## config.mk

```make
export PLATFORM = sky130hd
export DESIGN_NAME = addsub_pipe_36bits
export DESIGN_NICKNAME = d
export VERILOG_FILES = /design/src/rtl/addsub_pipe_36bits.sv
export SDC_FILE = /design/constraint.sdc
export NUM_CORES = 1
export LEC_CHECK = 0
export CORE_UTILIZATION = 30
export CTS_CLUSTER_DIAMETER = 100
export DETAILED_ROUTE_END_ITERATION = 6
export PLACE_DENSITY = 0.52
export SLEW_MARGIN = 20
export SYNTH_ARGS = -nofsm -noshare
export SYNTH_HDL_FRONTEND = slang
export SYNTH_SLANG_ARGS = --single-unit
```

## constraint.sdc

```tcl
create_clock -name clk -period 5.1 [get_ports clk]
set_input_delay 1.275 -clock clk [delete_from_list [all_inputs] [get_ports clk]]
set_output_delay 1.275 -clock clk [all_outputs]
set_load 0.02 [all_outputs]
```

## src/rtl/addsub_pipe_36bits.sv

```systemverilog
// Two-stage 36-bit add/sub: operands registered in S1, sum and flags in S2; result valid two edges after the op is presented.
// Stalls hold both stages and in_ready = ~s1_valid | s2_adv. Define ADDSUB_PIPE_SAT_EN to clamp overflowed results.
module addsub_pipe_36bits #(
  parameter int TAG_W = 4,
  parameter int CNT_W = 16
) (
  input  logic             clk,
  input  logic             rst,
  input  logic             in_valid,
  output logic             in_ready,
  input  logic [35:0]      in_a,
  input  logic [35:0]      in_b,
  input  logic             in_sub,
  input  logic [TAG_W-1:0] in_tag,
  output logic             out_valid,
  input  logic             out_ready,
  output logic [35:0]      out_sum,
  output logic [TAG_W-1:0] out_tag,
  output logic             out_c,
  output logic             out_v,
  output logic             out_z,
  output logic             out_n,
  output logic [CNT_W-1:0] op_count
);
  localparam int W    = 36;
  localparam int GRP  = 4;
  localparam int NGRP = W / GRP;

  logic             s1_valid_q, s1_valid_d;
  logic [W-1:0]     s1_a_q, s1_b_q;
  logic             s1_cin_q;
  logic [TAG_W-1:0] s1_tag_q;

  logic             s2_valid_q, s2_valid_d;
  logic [W-1:0]     s2_sum_q, s2_sum_d;
  logic [TAG_W-1:0] s2_tag_q;
  logic             s2_c_q, s2_c_d;
  logic             s2_v_q, s2_v_d;
  logic             s2_z_q, s2_z_d;
  logic             s2_n_q, s2_n_d;

  logic [CNT_W-1:0] cnt_q, cnt_d;

  logic             s1_load, s2_adv, out_fire;

  logic [W-1:0]     p, g, sum_raw;
  logic [NGRP-1:0]  gp, gg;
  logic             gm, pm, cc, gcar;

  assign s2_adv   = s1_valid_q & (~s2_valid_q | out_ready);
  assign in_ready = ~s1_valid_q | s2_adv;
  assign s1_load  = in_valid & in_ready;
  assign out_fire = s2_valid_q & out_ready;

  // Carry-lookahead core: 4-bit groups, group P/G chained for the overall gm/pm.
  always_comb begin
    p       = s1_a_q ^ s1_b_q;
    g       = s1_a_q & s1_b_q;
    gp      = '0;
    gg      = '0;
    gm      = 1'b0;
    pm      = 1'b1;
    cc      = 1'b0;
    gcar    = s1_cin_q;
    sum_raw = '0;
    for (int k = 0; k < NGRP; k++) begin
      gp[k] = &p[k*GRP +: GRP];
      gg[k] = g[k*GRP+3]
            | (p[k*GRP+3] & g[k*GRP+2])
            | (p[k*GRP+3] & p[k*GRP+2] & g[k*GRP+1])
            | ((&p[k*GRP+1 +: 3]) & g[k*GRP]);
      gm    = gg[k] | (gp[k] & gm);
      pm    = pm & gp[k];
      cc    = gcar;
      for (int j = 0; j < GRP; j++) begin
        sum_raw[k*GRP+j] = p[k*GRP+j] ^ cc;
        cc               = g[k*GRP+j] | (p[k*GRP+j] & cc);
      end
      gcar  = gg[k] | (gp[k] & gcar);
    end
  end

  always_comb begin
    s2_c_d   = gm | (pm & s1_cin_q);
    s2_v_d   = (s1_a_q[W-1] == s1_b_q[W-1]) & (sum_raw[W-1] != s1_a_q[W-1]);
    s2_sum_d = sum_raw;
`ifdef ADDSUB_PIPE_SAT_EN
    // On overflow the true result has the sign of a, so clamp toward it.
    if (s2_v_d) begin
      s2_sum_d = s1_a_q[W-1] ? {1'b1, {(W-1){1'b0}}} : {1'b0, {(W-1){1'b1}}};
    end
`endif
    s2_z_d   = ~|s2_sum_d;
    s2_n_d   = s2_sum_d[W-1];
  end

  always_comb begin
    s1_valid_d = s1_valid_q;
    if (s1_load) begin
      s1_valid_d = 1'b1;
    end else if (s2_adv) begin
      s1_valid_d = 1'b0;
    end
    s2_valid_d = s2_adv | (s2_valid_q & ~out_ready);
    cnt_d      = cnt_q;
    if (out_fire && (cnt_q != {CNT_W{1'b1}})) begin
      cnt_d = cnt_q + CNT_W'(1);
    end
  end

  // cin doubles as the subtract flag, so it is the only per-op mode bit kept.
  always_ff @(posedge clk or posedge rst) begin
    if (rst) begin
      s1_valid_q <= 1'b0;
      s1_a_q     <= '0;
      s1_b_q     <= '0;
      s1_cin_q   <= 1'b0;
      s1_tag_q   <= '0;
    end else begin
      s1_valid_q <= s1_valid_d;
      if (s1_load) begin
        s1_a_q   <= in_a;
        s1_b_q   <= in_b ^ {W{in_sub}};
        s1_cin_q <= in_sub;
        s1_tag_q <= in_tag;
      end
    end
  end

  always_ff @(posedge clk or posedge rst) begin
    if (rst) begin
      s2_valid_q <= 1'b0;
      s2_sum_q   <= '0;
      s2_tag_q   <= '0;
      s2_c_q     <= 1'b0;
      s2_v_q     <= 1'b0;
      s2_z_q     <= 1'b0;
      s2_n_q     <= 1'b0;
      cnt_q      <= '0;
    end else begin
      s2_valid_q <= s2_valid_d;
      cnt_q      <= cnt_d;
      if (s2_adv) begin
        s2_sum_q <= s2_sum_d;
        s2_tag_q <= s1_tag_q;
        s2_c_q   <= s2_c_d;
        s2_v_q   <= s2_v_d;
        s2_z_q   <= s2_z_d;
        s2_n_q   <= s2_n_d;
      end
    end
  end

  assign out_valid = s2_valid_q;
  assign out_sum   = s2_sum_q;
  assign out_tag   = s2_tag_q;
  assign out_c     = s2_c_q;
  assign out_v     = s2_v_q;
  assign out_z     = s2_z_q;
  assign out_n     = s2_n_q;
  assign op_count  = cnt_q;

endmodule

```

; After elaboration in Yosys (flattened, before gate mapping)
; Index checks and enable logic that the tools add are counted.
[word_totals]
in_bits = 81
output_inout_bits = 62
word_cells = 250
register_bits = 139
[classes]
n_mux = 2
addsub = 1
eq_ne = 3
bitwise_logic = 209
reduce_logical = 22
[ops]
columns = op, n
row1 = 1-bit bitwise AND, 93
row2 = 1-bit bitwise OR, 74
row3 = 36-bit bitwise XOR, 2
row4 = 36-bit bitwise AND, 1
row5 = 4-bit AND reduction, 9
row6 = 36-bit OR reduction, 1
row7 = 1-bit bitwise XOR, 36
row8 = 3-bit AND reduction, 9
row9 = 16-bit by 1-bit adder with 16-bit output (second input constant), 1
row10 = 16-bit != test (second input constant), 1
row11 = 1-bit inverter, 3
row12 = 1-bit 2-to-1 mux, 2
row13 = 2-bit nonzero test, 1
row14 = 1-bit == test, 1
row15 = 1-bit logical AND, 1
row16 = 1-bit logical NOT, 1
row17 = 1-bit != test, 1

; Depth between registers and ports, before layout
; Gate-level depths: netlist (run 1).
[logic_depth]
word_depth = 29
depth_mapped = 14
ltp_nobuf = 14

; Worst setup path after synthesis (run 1)
; No wires, ideal clock.
[synth_timing]
path_type = register to register
start = register s1_a_q[13]
end = register s2_z_q, in the netlist out_z
synth_period_minus_slack_ns = 3.654
required_time_ns = 4.990
path_stages_with_launch = 13
path_buffers = 0
setup_slack_ns = 1.446
setup_time_ns = 0.110
arrival_ns = 3.544
path_cell_list = dfrtp_1 > ha_1 > a21o_1 > a21o_1 > a221o_1 > o31ai_1 > nand2_1 > fa_1 > fa_1 > fa_1 > nor4b_1 > nand4_1 > o41ai_1
[synth_via]
elab_cells_between_ends = 77
classes_between = bitwise (73) / reduce/logical (4)
[synth_lines]
columns = item, line_no
row1 = from (decl), 30  ; logic [W-1:0] s1_a_q, s1_b_q;
row2 = from (signal assigned), 122  ; s1_a_q <= in_a;
row3 = 36-bit bitwise XOR / 36-bit bitwise AND (equally long branches), "57, 58"
row4 = 3-bit AND reduction / 1-bit bitwise AND (equally long branches), "71, 70"
row5 = 1-bit bitwise AND / 1-bit bitwise OR (equally long branches), "71, 70"
row6 = 1-bit bitwise OR, 71  ; | ((&p[k*GRP+1 +: 3]) & g[k*GRP]);
row7 = 1-bit bitwise OR *, 79  ; gcar = gg[k] | (gp[k] & gcar);
row8 = 1-bit bitwise AND *, 79
row9 = 1-bit bitwise OR *, 79
row10 = 1-bit bitwise AND *, 77  ; cc = g[k*GRP+j] | (p[k*GRP+j] & cc);
row11 = 1-bit bitwise OR *, 77
row12 = 1-bit bitwise AND *, 77
row13 = 1-bit bitwise OR *, 77
row14 = 1-bit bitwise XOR *, 76  ; sum_raw[k*GRP+j] = p[k*GRP+j] ^ cc;
row15 = named net s2_sum_d[22], 35  ; logic [W-1:0] s2_sum_q, s2_sum_d;
row16 = 36-bit OR reduction *, 93  ; s2_z_d = ~|s2_sum_d;
row17 = 1-bit logical NOT *, 93
row18 = to (signal assigned), 148  ; s2_z_q <= s2_z_d;
row19 = to (decl), 39  ; logic s2_z_q, s2_z_d;
; The timed path passes the listed nets; every way through them passes the cells marked *.
; A chain may end at the register's enable or synchronous reset.

; Final worst setup path (run 1)
[layout_timing]
start = register s1_a_q[7]
end = register s2_z_q, in the netlist out_z
[layout_via]
elab_cells_between_ends = 98
classes_between = bitwise (94) / reduce/logical (4)
[layout_lines]
columns = item, line_no
row1 = 36-bit bitwise XOR, 57  ; p = s1_a_q ^ s1_b_q;
row2 = 1-bit bitwise AND (on tied branches), "69, 70"
row3 = 1-bit bitwise OR / 1-bit bitwise AND (equally long branches), "69, 70"
row4 = 1-bit bitwise OR, 70  ; | (p[k*GRP+3] & p[k*GRP+2] & g[k*GRP+1])
row5 = 1-bit bitwise OR, 71
row6 = 1-bit bitwise OR *, 79
row7 = 1-bit bitwise AND *, 79
row8 = 1-bit bitwise OR *, 79
row9 = [... 8 more ...], -
row10 = 1-bit bitwise AND *, 77
row11 = 1-bit bitwise OR *, 77
row12 = 1-bit bitwise AND *, 77
row13 = 1-bit bitwise OR *, 77
row14 = 1-bit bitwise XOR *, 76
row15 = named net s2_sum_d[30], 35
row16 = 36-bit OR reduction *, 93
row17 = 1-bit logical NOT *, 93
; Marked as above.

==> out/qor.yml, run 1 <==
yosysWarningCount: 0
synth_edf_count: 0
io_buffers: 142
dpl.hpwl_mm: 13.9
cts.reportedPaths.clkPinSlew_ns: 0.06
arrival_ns: 4.83
drtAntennaViolNets: 0
totalWireLength_mm: 18.5
insertion_delay_ns: 0.42
avgSynthCellArea_um2: 12.3
ir_drop_v: 0.000246
cp-start-kind: "flip-flop"
synthDistinctLibCells: 47
layout_commonest_cell: "clkdlybuf4s50_1"
tritoncts: "yes"
hp-class: "reg2reg"
ios: 143
fin_tns_setup_ns: 0
die_area_mm2: 0.0245
final_hold_viol_count: 0
yosys_most_used_dff: "dfrtp_1"
areaGrowthSynthToFinish_pct: 33.3
clockBufferDepth: 2
grt_pass1_wl_mm: 29.5
period_minus_slack_ns: 4.53
cts_post_setup_buffers_inserted: 0
drt-vias-per-instance: 4.64
postSynthCellCount: 580
critical_path_class: "reg2reg"
n_antenna_cell: 0
die_y_um: 156
row_count: 56
drcViolationCount: 0
endpoint_kind: "flip-flop"
drv_slew: 0
relSlewSlack_pct: 36.4
r2r_slack_ns: 0.57
setup_viol: 0
initial_core_util_pct: 30.5
core_area_mm2: 0.0235
placed_cells: 1025
grtUsageMet2_pct: 27.0
worst_pin_slew_ns: 0.953
path_max_fanout: 4
numCtsBuffers: 17
place_area_mm2: 0.00893
layout-drive-gt1-share_pct: 17.2
nNetsFinal: 870
gp_congestion: 0.818
outcome: "complete, no violations"
finalCritPeriodShare_pct: 88.9
met1_usage_pct: 20.9
die-width_um: 156
max_freq_ghz: 0.221
maxCapViolations: 0
final_cell_mix: "clkdlybuf4s50_1, dfrtp_1, mux2_2"
busiest_layer: "met2"
synth-seq-cells: 138
skew_ns: 0.00880
first_global_vias: 5276
grt_overflow: 0
yosysTopAreaCellShare_pct: 48.2
drt-wirelength-per-cell_um: 17.5
ctsResizeCount: 0
grt.met3_usage_pct: 3.30
cts.sinks: 138
nFillCells: 2253
final_cells: 1057
antenna_found_initial: 0
crit_required_ns: 5.40
h-tree-depth: 4
cts_hold_buf: 0
synth_area_leaders: "dfrtp_1, mux2_2, fa_1"
grt_max_degree: 94
vias: 4902
ys_async_sr_fraction_pct: 100
drt-initial-drc-count: 137
drt-pass1-iter-count: 4
ys_seq_area_share_pct: 48.2
p_per_area_mw_per_mm2: 484
syn_nets: 725
syn_area_mm2: 0.00716
fin_area_mm2: 0.00955
yosysTopAreaCell: "dfrtp_1"
rsz0062_at_grt: "no"
leakagePower_nw: 4.03
root_buffer: "clkbuf_16"
grt_use_total_pct: 16.1
critical path, stage by stage (launching register included):
cell	delay [ns]
dfrtp_1	0.38
ha_1	0.34
a21oi_1	0.18
o21ai_0	0.15
a221o_1	0.43
o31ai_1	0.46
nand2_1	0.15
fa_1	0.41
fa_1	0.41
fa_1	0.48
nor4_1	0.54
nand4_1	0.14
o41ai_1	0.35
through the flow:
step / util (%) / worst slack (ns) / hold WS, ns / total power (W)
global placement: 38.0 / 0.631 / 0.472 / 0.00331
global route: 40.7 / 0.212 / 0.518 / 0.00490
detailed placement: 38.0 / 0.618 / 0.473 / 0.00335
finish: 40.7 / 0.567 / 0.480 / 0.00462
floorplan: - / 0.129 / 0.454 / 0.00255
CTS: 40.7 / 0.552 / 0.489 / 0.00468
power breakdown:
part	switching, W	internal (W)
sequential	0.000241	0.00138
clock	0.000521	0.000782
combinational	0.000844	0.000854
state kept, by name (all words and copies together), names as in the netlist:
name / flops
op_count: 16
out_tag: 4
out_valid: 1
s1_tag_q: 4
s1_b_q: 36
out_z: 1
s1_valid_q: 1
out_c: 1
out_n: 1
s1_cin_q: 1
s1_a_q: 36
out_sum: 35
out_v: 1
layer usage:
metal,up-vias,share of wire [%]
li1,2335,-
met1,2428,45
met2,124,49
met3,15,4.5
met4,0,1.3
met5,-,0
final timing paths:
kind	startpoint	end	cells after the start
min reg2reg	out_sum[6]	out_sum[6]	2
max reg2reg	s1_a_q[7]	out_z	12
max	s1_a_q[7]	out_z	12
min	out_sum[6]	out_sum[6]	2
min in group asynchronous	rst	s1_a_q[25]	2
max in group asynchronous	rst	out_z	3
Yosys cell counts (2+ instances only):
master and n:
o22ai_1 2, xor2_1 12, o211ai_1 3, and3_1 4, xnor2_1 47, dfrtp_1 138
a31oi_1 2, o21a_1 3, nand2b_1 4, buf_4 4, nor2b_1 2, nand2_1 61
nor4_1 5, nor2_1 11, clkbuf_1 4, mux2_2 78, o31ai_1 4, o21ai_0 43
inv_1 9, nor4b_1 3, buf_2 14, a21o_1 8, nand3_1 3, ha_1 37
and2_1 2, nor3_1 3, fa_1 27, a21oi_1 16, and4_1 4, nand4_1 10
layout make-up:
cell class / count / area, um2 / area share [%]
clock buffers: 17 / 425 / 4.46
clock inverters: 15 / 190 / 1.99
multi-input cells: 411 / 3560 / 37.3
repair buffers: 148 / 1470 / 15.4
flip-flops and latches: 138 / 3450 / 36.2
inverters: 9 / 38.8 / 0.406
well taps: 319 / 399 / 4.18
cell families (layout without fill, tap and decap cells):
family / after synthesis / in the layout / synth area share [%]
flip-flops: 138 / 138 / 48.2
AND/OR/NAND/NOR: 120 / 120 / 8.41
AO/OA/AOI/OAI: 88 / 88 / 7.48
multiplexers: 80 / 80 / 12.6
adder cells (fa/ha/maj): 64 / 64 / 14.0
XOR/XNOR: 59 / 59 / 7.22
buffers and inverters: 31 / 189 / 2.08
Power figures use the tool's default switching activity.
==> inputs of run 2 (changes only) <==
- SETUP_SLACK_MARGIN: default -> 0.5
==> out/qor.yml, run 2 (synthesis gave the netlist of run 1 again) <==
nNetsFinal: 871
r2r.worst_path.cells: 12
die-width_um: 156
cts.reportedPaths.clkPinSlew_ns: 0.06
cp_slowest_cell: "fa_1"
vias: 4924
nFillCells: 2264
die_y_um: 156
cp_num_cells: 12
antenna_found_initial: 0
drtAntennaViolNets: 0
reg2reg_to: "out_z"
layout-drive-gt1-share_pct: 17.5
cts_post_setup_buffers_inserted: 0
place_area_mm2: 0.00894
drt-pass1-iter-count: 4
dpl.hpwl_mm: 13.8
cp_num_buf_inv: 0
h-tree-depth: 4
grt_overflow: 0
insertion_delay_ns: 0.42
cp-start-kind: "flip-flop"
drv_slew: 0
finalCritPeriodShare_pct: 83.8
n_antenna_cell: 0
numCtsBuffers: 17
crit_start: "s1_b_q[7]"
maxCapViolations: 0
final_hold_viol_count: 0
first_global_vias: 5259
cp_top_family: "adder cells"
final_cell_mix: "clkdlybuf4s50_1, dfrtp_1, mux2_2"
grt_max_degree: 68
rsz0062_at_grt: "no"
ir_drop_v: 0.000199
multi_input_area_mm2: 0.00358
endpoint_kind: "flip-flop"
drcViolationCount: 0
clockBufferDepth: 2
die_area_mm2: 0.0245
setup_viol: 0
grt_pass1_wl_mm: 29.1
worst_pin_slew_ns: 0.967
seqCellArea_mm2: 0.00345
drt-initial-drc-count: 190
r2r_slack_ns: 0.83
outcome: "complete, no violations"
p_per_area_mw_per_mm2: 483
crit_required_ns: 5.40
root_buffer: "clkbuf_16"
ios: 143
core_area_mm2: 0.0235
cp-endpoint: "out_z"
cp_slowest_stage_delay_ns: 0.51
layout_commonest_cell: "clkdlybuf4s50_1"
fin_area_mm2: 0.00957
relSlewSlack_pct: 35.5
skew_ns: 0.00985
totalWireLength_mm: 18.1
io_buffers: 142
tritoncts: "yes"
row_count: 56
max_freq_ghz: 0.234
leakagePower_nw: 4.01
crit_path_frequent_cell: "fa_1"
path_max_fanout: 4
initial_core_util_pct: 30.5
cts.sinks: 138
gp_congestion: 0.814
period_minus_slack_ns: 4.27
hp-class: "reg2reg"
cp_cell_sequence: "ha_1 -> a21oi_1 -> o21ai_0 -> a221o_1 -> o31ai_1 -> o211ai_1 -> fa_1 -> fa_1 -> fa_1 -> nor4_2 -> nand4_1 -> o41ai_1"
drt-vias-per-instance: 4.66
arrival_ns: 4.57
areaGrowthSynthToFinish_pct: 33.7
drt-wirelength-per-cell_um: 17.2
critical_path_class: "reg2reg"
worstReg2RegStart: "s1_b_q[7]"
fin_tns_setup_ns: 0
grt_use_total_pct: 15.9
## run 2: worst register-to-register path: stages, from the launching register on
cell      delay (ns)
dfrtp_1         0.39
ha_1            0.33
a21oi_1         0.15
o21ai_0         0.13
a221o_1         0.44
o31ai_1         0.33
o211ai_1        0.22
fa_1            0.42
fa_1            0.41
fa_1            0.51
nor4_2          0.34
nand4_1         0.14
o41ai_1         0.34
## run 2: worst min path at each step
stage                startpoint          end  slack (ns)  depth (start not counted)
global route        s1_tag_q[2]  s1_tag_q[2]        0.52                          1
floorplan            s1_b_q[11]   s1_b_q[11]        0.45                          2
detailed placement   s1_b_q[35]   s1_b_q[35]        0.48                          2
global placement     s1_b_q[35]   s1_b_q[35]        0.47                          2
CTS                  s1_b_q[35]   s1_b_q[35]        0.49                          2
finish               s1_b_q[35]   s1_b_q[35]        0.48                          2
## run 2: layout make-up
cell class / count / area share (%)
Multi-Input combinational cell: 411 / 37.4
Sequential cell: 138 / 36.1
Timing Repair Buffer: 149 / 15.5
Clock buffer: 17 / 4.45
Tap cell: 319 / 4.17
Clock inverter: 14 / 2.07
Inverter: 9 / 0.392
## run 2: stage by stage
stage          setup WS (ns)  hold slack, ns  utilization [%]  cells  power, W
3_3_place_gp           0.569           0.472             38.1   1026   0.00332
5_1_grt                0.542           0.518             40.8   1057   0.00491
3_5_place_dp           0.572           0.477             38.1   1026   0.00335
6_report               0.829           0.484             40.8   1057   0.00462
2_1_floorplan           1.45           0.454                -    580   0.00255
4_1_cts                0.545           0.491             40.7   1057   0.00469
## run 2: where the power goes
part | total [W] | internal, W | leakage (nW) | switching, W
clock | 0.00131 | 0.000818 | 0.288 | 0.000493
combinational | 0.00170 | 0.000854 | 2.06 | 0.000845
sequential | 0.00161 | 0.00138 | 1.66 | 0.000232
## run 2: repair_timing
action                                  in CTS  in global routing
hold buffers                                 0                  0
endpoints found under the setup margin       0                  1
gates resized for setup                      0                  2
## run 2: per-layer routing
| metal | up-vias | share of wire [%] | GRT usage [%] |
|---|---|---|---|
| met3 | 7 | 5.3 | 4.21 |
| li1 | 2327 | - | - |
| met2 | 123 | 50 | 26.8 |
| met1 | 2467 | 44 | 20.2 |
| met5 | - | 0 | 0 |
| met4 | 0 | 0.71 | 3.92 |
